[src/rtl/keypad_pkg.sv]
// Shared types and constants for the 4x4 keypad scan/debounce controller.
package keypad_pkg;

    typedef enum logic [1:0] {
        SCAN,
        CONFIRM,
        HELD
    } state_e;

    localparam int unsigned NUM_ROWS = 4;
    localparam int unsigned NUM_COLS = 4;
    localparam int unsigned ROW_W    = $clog2(NUM_ROWS);
    localparam int unsigned COL_W    = $clog2(NUM_COLS);

    localparam logic [NUM_COLS-1:0] COL_IDLE_N = 4'b1110;

    // Column index to one-hot active-low drive pattern.
    function automatic logic [NUM_COLS-1:0] col_drive_n(input logic [COL_W-1:0] col);
        return ~(NUM_COLS'(1) << col);
    endfunction

endpackage

[src/rtl/keypad_scan_timer.sv]
// Free-running scan divider: one-cycle tick every SCAN_DIV clocks.
module keypad_scan_timer #(
    parameter int unsigned SCAN_DIV = 1000
) (
    input  logic clk,
    input  logic reset,
    output logic tick
);

    localparam int unsigned CNT_W = $clog2(SCAN_DIV);

    logic [CNT_W-1:0] cnt_q, cnt_d;
    logic             tick_q, tick_d;

    // Tick is registered so it lines up with the wrap of the counter.
    always_comb begin
        cnt_d  = (cnt_q == CNT_W'(SCAN_DIV - 1)) ? '0 : cnt_q + CNT_W'(1);
        tick_d = (cnt_q == CNT_W'(SCAN_DIV - 2));
    end

    always_ff @(posedge clk or posedge reset) begin
        if (reset) begin
            cnt_q  <= '0;
            tick_q <= 1'b0;
        end else begin
            cnt_q  <= cnt_d;
            tick_q <= tick_d;
        end
    end

    assign tick = tick_q;

endmodule

[src/rtl/keypad_scan_ctrl.sv]
// 4x4 keypad column scanner with press/release debounce.
// Optional auto-repeat strobes when KEYPAD_REPEAT_EN is defined.
module keypad_scan_ctrl
    import keypad_pkg::*;
#(
    parameter int unsigned SCAN_DIV       = 1000,
    parameter int unsigned DEBOUNCE_TICKS = 4,
    parameter int unsigned REPEAT_TICKS   = 200
) (
    input  logic       clk,
    input  logic       reset,
    input  logic [3:0] row_n,
    output logic [3:0] col_n,
    output logic [3:0] key_code,
    output logic       key_valid,
    output logic       key_pressed
);

    localparam int unsigned DEB_W = $clog2(DEBOUNCE_TICKS + 1);
`ifdef KEYPAD_REPEAT_EN
    localparam int unsigned REP_W = $clog2(REPEAT_TICKS + 1);
`endif

    logic                tick;
    logic [NUM_ROWS-1:0] row_m_q, row_s_q;
    state_e              state_q, state_d;
    logic [COL_W-1:0]    col_q, col_d;
    logic [NUM_COLS-1:0] col_n_q, col_n_d;
    logic [ROW_W-1:0]    cand_q, cand_d;
    logic [DEB_W-1:0]    cnt_q, cnt_d;
    logic [3:0]          key_code_q, key_code_d;
    logic                key_valid_q, key_valid_d;
    logic                key_pressed_q, key_pressed_d;
    logic                any_low;
    logic [ROW_W-1:0]    low_idx;
`ifdef KEYPAD_REPEAT_EN
    logic [REP_W-1:0]    rep_q, rep_d;
`endif

    keypad_scan_timer #(.SCAN_DIV(SCAN_DIV)) u_timer (
        .clk   (clk),
        .reset (reset),
        .tick  (tick)
    );

    // Lowest-index low row wins when several rows are active.
    always_comb begin
        any_low = ~&row_s_q;
        low_idx = '0;
        for (int i = NUM_ROWS - 1; i >= 0; i--) begin
            if (!row_s_q[i]) low_idx = ROW_W'(i);
        end
    end

    always_comb begin
        state_d       = state_q;
        col_d         = col_q;
        cand_d        = cand_q;
        cnt_d         = cnt_q;
        key_code_d    = key_code_q;
        key_valid_d   = 1'b0;
        key_pressed_d = key_pressed_q;
`ifdef KEYPAD_REPEAT_EN
        rep_d         = rep_q;
`endif
        if (tick) begin
            case (state_q)
                SCAN: begin
                    if (any_low) begin
                        cand_d = low_idx;
                        if (DEBOUNCE_TICKS == 1) begin
                            key_code_d    = {low_idx, col_q};
                            key_valid_d   = 1'b1;
                            key_pressed_d = 1'b1;
                            cnt_d         = '0;
`ifdef KEYPAD_REPEAT_EN
                            rep_d         = '0;
`endif
                            state_d       = HELD;
                        end else begin
                            cnt_d   = DEB_W'(1);
                            state_d = CONFIRM;
                        end
                    end else begin
                        col_d = col_q + COL_W'(1);
                    end
                end
                CONFIRM: begin
                    if (any_low && (low_idx == cand_q)) begin
                        if (cnt_q + DEB_W'(1) == DEB_W'(DEBOUNCE_TICKS)) begin
                            key_code_d    = {cand_q, col_q};
                            key_valid_d   = 1'b1;
                            key_pressed_d = 1'b1;
                            cnt_d         = '0;
`ifdef KEYPAD_REPEAT_EN
                            rep_d         = '0;
`endif
                            state_d       = HELD;
                        end else begin
                            cnt_d = cnt_q + DEB_W'(1);
                        end
                    end else begin
                        cnt_d   = '0;
                        col_d   = col_q + COL_W'(1);
                        state_d = SCAN;
                    end
                end
                HELD: begin
                    if (row_s_q[cand_q]) begin
                        if (cnt_q + DEB_W'(1) == DEB_W'(DEBOUNCE_TICKS)) begin
                            key_pressed_d = 1'b0;
                            cnt_d         = '0;
                            col_d         = col_q + COL_W'(1);
                            state_d       = SCAN;
                        end else begin
                            cnt_d = cnt_q + DEB_W'(1);
                        end
`ifdef KEYPAD_REPEAT_EN
                        rep_d = '0;
`endif
                    end else begin
                        cnt_d = '0;
`ifdef KEYPAD_REPEAT_EN
                        // A bounce in the release count restarts the repeat interval.
                        if (cnt_q != '0) begin
                            rep_d = '0;
                        end else if (rep_q + REP_W'(1) == REP_W'(REPEAT_TICKS)) begin
                            rep_d       = '0;
                            key_valid_d = 1'b1;
                        end else begin
                            rep_d = rep_q + REP_W'(1);
                        end
`endif
                    end
                end
                default: begin
                    cnt_d   = '0;
                    state_d = SCAN;
                end
            endcase
        end
        col_n_d = col_drive_n(col_d);
    end

    always_ff @(posedge clk or posedge reset) begin
        if (reset) begin
            row_m_q       <= '1;
            row_s_q       <= '1;
            state_q       <= SCAN;
            col_q         <= '0;
            col_n_q       <= COL_IDLE_N;
            cand_q        <= '0;
            cnt_q         <= '0;
            key_code_q    <= '0;
            key_valid_q   <= 1'b0;
            key_pressed_q <= 1'b0;
`ifdef KEYPAD_REPEAT_EN
            rep_q         <= '0;
`endif
        end else begin
            row_m_q       <= row_n;
            row_s_q       <= row_m_q;
            state_q       <= state_d;
            col_q         <= col_d;
            col_n_q       <= col_n_d;
            cand_q        <= cand_d;
            cnt_q         <= cnt_d;
            key_code_q    <= key_code_d;
            key_valid_q   <= key_valid_d;
            key_pressed_q <= key_pressed_d;
`ifdef KEYPAD_REPEAT_EN
            rep_q         <= rep_d;
`endif
        end
    end

    assign col_n       = col_n_q;
    assign key_code    = key_code_q;
    assign key_valid   = key_valid_q;
    assign key_pressed = key_pressed_q;

endmodule

[config.mk]
export PLATFORM = sky130hd
export DESIGN_NAME = keypad_scan_ctrl
export DESIGN_NICKNAME = d
export VERILOG_FILES = /design/src/rtl/keypad_pkg.sv /design/src/rtl/keypad_scan_timer.sv /design/src/rtl/keypad_scan_ctrl.sv
export SDC_FILE = /design/constraint.sdc
export NUM_CORES = 1
export LEC_CHECK = 0
export ABC_AREA = 0
export BUFFER_PORTS_ARGS = -buffer_cell sky130_fd_sc_hd__buf_2
export CORE_MARGIN = 5
export CORE_UTILIZATION = 40
export CTS_BUF_LIST = sky130_fd_sc_hd__clkbuf_16
export CTS_CLUSTER_DIAMETER = 120
export DETAILED_ROUTE_END_ITERATION = 8
export PLACE_DENSITY = 0.58
export SLEW_MARGIN = 20
export SYNTH_ARGS = -nofsm -noshare
export SYNTH_HDL_FRONTEND = slang
export SYNTH_SLANG_ARGS = --single-unit
[constraint.sdc]
create_clock -name clk -period 1.9 [get_ports clk]
set_clock_uncertainty 0.15 [all_clocks]
set_input_delay 0.19 -clock clk [delete_from_list [all_inputs] [get_ports clk]]
set_output_delay 0.19 -clock clk [all_outputs]
set_load 0.05 [all_outputs]
==> impl_metrics.tcl, run 1 <==
set metrics [dict create \
    synth-async-reset-ratio 1.00 \
    synth_top_cell_area_share 0.363 \
    p_leak_uw 0.00108 \
    ios 16 \
    clkTransAtPathRegs_ps 60 \
    finalCritPeriodShare 1.04 \
    required_ps 1910 \
    cts_tree "built" \
    core_sq_um 4440 \
    gr-total-overflow 0 \
    cts_num_sinks 38 \
    clock_path_buffers 2 \
    slew_viol_final 0 \
    num_antenna_cells 0 \
    max-cap-violations 0 \
    critPathMaxStageDelay_ps 560 \
    antenna_found_initial 0 \
    grt_usage 0.142 \
    reg2reg_to "key_code[2]" \
    drc 0 \
    synthesis.nets 180 \
    grt_pass1_wl_mm 6.95 \
    synthTopCellsByArea "dfrtp_1 36%, dfstp_2 16%, xnor2_1 3.3%" \
    start_util 0.419 \
    ys_ff_latch 38 \
    hold_viol 0 \
    violations "negative setup slack" \
    vdd_drop_max_uv 410 \
    via_count 1404 \
    drt_iter0_drc 94 \
    r2r_slack_ps -80 \
    synth_top_area_cell "dfrtp_1" \
    die_area_sq_um 6120 \
    fmax_mhz 506 \
    yosys_warnings 0 \
    cp-end-kind "register" \
    grt_setup_unrepaired "yes" \
    finalPower_uw 1820 \
    crit_chain "and4b_1 -> a211oi_4 -> o21a_4 -> nor3_4 -> mux2_2" \
    crit_slowest_cell "dfstp_2" \
    grt_pass1_vias 1529 \
    max_slew_margin 0.682 \
    finalSetupViolations 7 \
    critPathLaunchType "register" \
    syn2layout_area_growth_pct 28.9 \
    insertion_delay_ps 280 \
    worstPathArrival_ps 1990 \
    hp-class "register to register" \
    die_h_um 78.2 \
    synth_cell_types 47 \
    die_w_um 78.2 \
    cp-endpoint "key_code[2]" \
    nets 223 \
    cp-startpoint "row_s_q[1]" \
    cts-root-buf "clkbuf_16" \
    gp_congestion 0.823 \
    grt_start_max_net_pins 15 \
    drive_above_1_share 0.341 \
    port_buffers 15 \
    dp_hpwl_mm 2.88 \
    yosysSeqAreaShare 0.518 \
    hold_slack_ps 204 \
    r2r_cells 5 \
    status "complete, but fails checks" \
    power.density_nw_per_um2 759 \
    finalCriticalPeriod_ps 1980 \
    h-tree-depth 2 \
    tns_ps -318 \
    ys.flop_type "dfrtp_1" \
    synthCells 170 \
    worst-path-max-fanout 5 \
    routed_wl_mm 3.94 \
    r2r-start "row_s_q[1]" \
    finalWorstSetupSlack_ps -77.0 \
    row_count 24 \
    ant_nets 0 \
    vias_per_cell 5.28 \
    cts_buffers 5 \
    synth_edf_count 0 \
    routedWlPerCell_um 14.8 \
    mostFrequentLayoutCells "26 x dfrtp_1, 21 x buf_4, 15 x nor2_1, 15 x nand2_1, 15 x buf_2" \
    first_pass_iters 4 \
    syn_area_per_cell_sq_um 11.0 \
    critPathKind "register to register" \
    tightest_slew_ps 477 \
    netlist_area_sq_um 1860 \
    final_common_cell "dfrtp_1" \
]
-- worst min-delay path by stage --
stage | slack [ps] | end | from | depth (start not counted)
floorplan | 40 | row_m_q[0] | row_n[0] | 0
global placement | 70 | u_timer.cnt_q[2] | reset | 2
detailed placement | 80 | u_timer.cnt_q[9] | reset | 2
CTS | 210 | row_s_q[3] | row_m_q[3] | 0
global route | 210 | row_s_q[3] | row_m_q[3] | 0
finish | 200 | row_s_q[2] | row_m_q[2] | 0
-- metal layers --
metal / vias up / wire [um] / GRT usage
met4: 0 / 59 / 0.0524
met3: 9 / 95 / 0.0332
met1: 696 / 1570 / 0.153
met2: 12 / 2220 / 0.269
met5: - / 0 / 0
li1: 687 / - / -
-- worst max-delay path, delay by kind of cell, from the launching register on --
family          cells  cell delay [ps]
mux                 1              370
flops               1              560
compound gates      2              320
simple gates        2              460
-- area by class of cell --
type	count	area [sq um]
clock buffers	5	125
clock inverters	3	41.3
fillers	403	2040
inverters	7	26.3
multi-input cells	120	895
flip-flops and latches	38	966
well taps	52	65.1
repair buffers	41	283
-- state kept, by name (all words and copies together) (netlist names) --
signal / count
u_timer.cnt_q: 10
cand_q: 2
key_valid: 1
col_n: 4
key_pressed: 1
row_m_q: 4
col_q: 2
state_q: 2
cnt_q: 3
u_timer.tick: 1
key_code: 4
row_s_q: 4
-- Yosys cell counts, drive strengths merged (3+ instances only) --
library cell / instances
a21oi: 7
and2: 4
and3: 3
buf: 3
dfrtp: 27
dfstp: 11
ha: 4
inv: 7
mux2: 5
mux2i: 4
nand2: 15
nand2b: 4
nand3: 7
nor2: 15
nor2b: 3
nor3: 3
o21ai: 6
xnor2: 7
-- logic make-up (layout without fill, tap and decap cells) --
| family | Yosys count | in the layout | share of synthesized area |
|---|---|---|---|
| simple gates | 66 | 66 | 0.195 |
| buf+inv | 12 | 56 | 0.0262 |
| fa+ha+maj | 4 | 4 | 0.0269 |
| mux | 9 | 9 | 0.0517 |
| compound gates | 32 | 32 | 0.140 |
| xor+xnor | 9 | 9 | 0.0423 |
| flops | 38 | 38 | 0.518 |
-- stage by stage --
step                cell area (sq um)  std cells  worst slack, ps   util
floorplan                        1870        170             4.23      -
global placement                 2120        250            -59.5  0.477
detailed placement               2120        250            -94.3  0.477
CTS                              2360        266            -63.1  0.532
global route                     2400        266             -160  0.540
finish                           2400        266            -77.0  0.540
-- power by group --
| part | switching (uW) | internal [uW] |
|---|---|---|
| combinational | 34.3 | 26.3 |
| sequential | 5.70 | 826 |
| clock | 316 | 614 |
-- repair_timing --
action,in CTS,in global routing
hold endpoints to repair,14,0
setup buffers,3,0
cloned,0,0
resized for setup,1,8
setup endpoints to repair,12,15
hold buffers,5,0
(Power assumes the default switching activity.)
==> run 2, diff against run 1 <==
Settings changed: GPL_TIMING_DRIVEN set to 0, PLACE_DENSITY 0.58 to 0.56.
Clock period 1.9 ns to 2.5 ns, I/O delays scaled along.
==> impl_metrics.tcl, run 2 (synthesized netlist as in run 1, its figures left out) <==
set metrics [dict create \
    status "complete, no violations" \
    num_antenna_cells 0 \
    dr_wl_met2_mm 1.81 \
    clock_path_buffers 2 \
    finalSetupViolations 0 \
    largest_reg_flops 10 \
    row_count 24 \
    die_h_um 78.2 \
    top_register "u_timer.cnt_q" \
    routedWlPerCell_um 13.8 \
    finalWorstSetupSlack_ps 327 \
    pre_cts_ws_ps 336 \
    design_area_sq_um 2210 \
    dr_wl_met3_um 65 \
    critPathKind "register to register" \
    grt_usage 0.128 \
    port_buffers 15 \
    h-tree-depth 2 \
    cp-startpoint "cnt_q[0]" \
    cp-endpoint "col_n[0]" \
    dp.cells 238 \
    critPathMaxStageDelay_ps 450 \
    tightest_slew_ps 623 \
    max_slew_margin 0.581 \
    critPathLaunchType "register" \
    gp_congestion 0.797 \
    syn2layout_area_growth_pct 18.7 \
    cts_num_sinks 38 \
    hp-class "register to register" \
    start_util 0.419 \
    vias_per_cell 5.27 \
    dp_hpwl_mm 2.53 \
    die_w_um 78.2 \
    core_sq_um 4440 \
    crit_chain "ha_1 -> xor2_1 -> a21oi_1 -> a311oi_2 -> o2111ai_4 -> mux2i_1" \
    finalCritPeriodShare 0.869 \
    hold_viol 0 \
    max-cap-violations 0 \
    routed.top_layer "met4" \
    cpLargestDelayFamily "compound AO/OA/AOI/OAI gates" \
    insertion_delay_ps 270 \
    drt_iter0_drc 111 \
    nets 208 \
    grt_pass1_wl_mm 6.28 \
    worst-path-max-fanout 5 \
    ios 16 \
    grt_pass1_vias 1390 \
    worstPathArrival_ps 2170 \
    r2r-start "cnt_q[0]" \
    placed_area_sq_um 2020 \
    grt_setup_unrepaired "no" \
    wl_met1_mm 1.55 \
    required_ps 2490 \
    drive_above_1_share 0.246 \
    clkTransAtPathRegs_ps 60 \
    fmax_mhz 460 \
    tns_ps 0 \
    cts-root-buf "clkbuf_16" \
    stdcell_count 251 \
    grt_start_max_net_pins 30 \
    r2r_slack_ps 330 \
    p_leak_uw 0.000996 \
    critPathBufInv 0 \
    finalCriticalPeriod_ps 2170 \
    cp-end-kind "register" \
    mostFrequentLayoutCells "27 x dfrtp_1, 18 x buf_2, 15 x nor2_1, 15 x nand2_1, 11 x dfstp_2" \
    drc 0 \
    routed_wl_mm 3.46 \
    cp_num_cells 6 \
    first_pass_iters 4 \
    reg2reg_to "col_n[0]" \
    gr-total-overflow 0 \
    crit_slowest_cell "a311oi_2" \
    cts_buffers 5 \
    r2r_cells 6 \
    via_count 1323 \
    cts_tree "built" \
    slew_viol_final 0 \
    ant_nets 0 \
    power.density_nw_per_um2 567 \
    antenna_found_initial 0 \
    die_area_sq_um 6120 \
    final_common_cell "dfrtp_1" \
    vdd_drop_max_uv 303 \
]
==> run 2: cell count changes in the layout (fill, tap and decap cells not counted), sizes merged <==
cell / delta
bufinv: -1
buf: -17
clkinv: +2
clkbuf: +2
clkinvlp: -1
==> run 2: worst reg2reg max path: cells and delay by family, from the launching register on <==
family          cells  cell delay, ps
fa+ha+maj           1             250
compound gates      3             830
mux                 1             180
flops               1             410
xor+xnor            1             230
==> run 2: stage by stage <==
step | hold slack, ps | util | total power, uW
final | 201 | 0.497 | 1250
after global routing | 206 | 0.497 | 1320
after CTS | 201 | 0.497 | 1280
after detailed placement | 36.3 | 0.455 | 677
after global placement | 198 | 0.451 | 671
after floorplan | 104 | - | 661
==> run 2: power breakdown <==
part           leakage, uW  total (uW)  internal, uW  switching [uW]
clock network    0.0000724         583           360             223
logic             0.000445        36.7          15.3            21.5
registers         0.000479         635           628            6.91
==> run 2: metal layers <==
layer	vias to the layer above	GRT usage
li1	666	-
met2	9	0.226
met3	2	0.0378
met1	646	0.148
met4	0	0.0420
met5	-	0
==> run 2: worst min path at each step <==
stage | slack (ps) | endpoint | start | cells after the start
after CTS | 200 | row_s_q[3] | row_m_q[3] | 0
after global placement | 200 | row_s_q[1] | row_m_q[1] | 0
final | 200 | row_s_q[3] | row_m_q[3] | 0
after global routing | 210 | row_s_q[2] | row_m_q[2] | 0
after detailed placement | 40 | u_timer.cnt_q[1] | reset | 2
after floorplan | 100 | row_m_q[0] | row_n[0] | 0
==> run 2: repair_timing <==
| action | 4_1_cts | 5_1_grt |
|---|---|---|
| buffers inserted | 0 | 0 |
| endpoints found under the setup margin | 0 | 0 |
| endpoints found under the hold margin | 13 | 0 |
| gates resized for setup | 0 | 0 |
| hold buffers | 5 | 0 |
==> run 2: cell type report <==
class | instances | area (sq um)
fillers | 415 | 2230
flip-flops and latches | 38 | 965
multi-input cells | 120 | 850
repair buffers | 21 | 145
clock buffers | 5 | 125
well taps | 52 | 65.1
inverters | 7 | 26.3
plain buffers | 5 | 22.5
clock inverters | 3 | 12.5
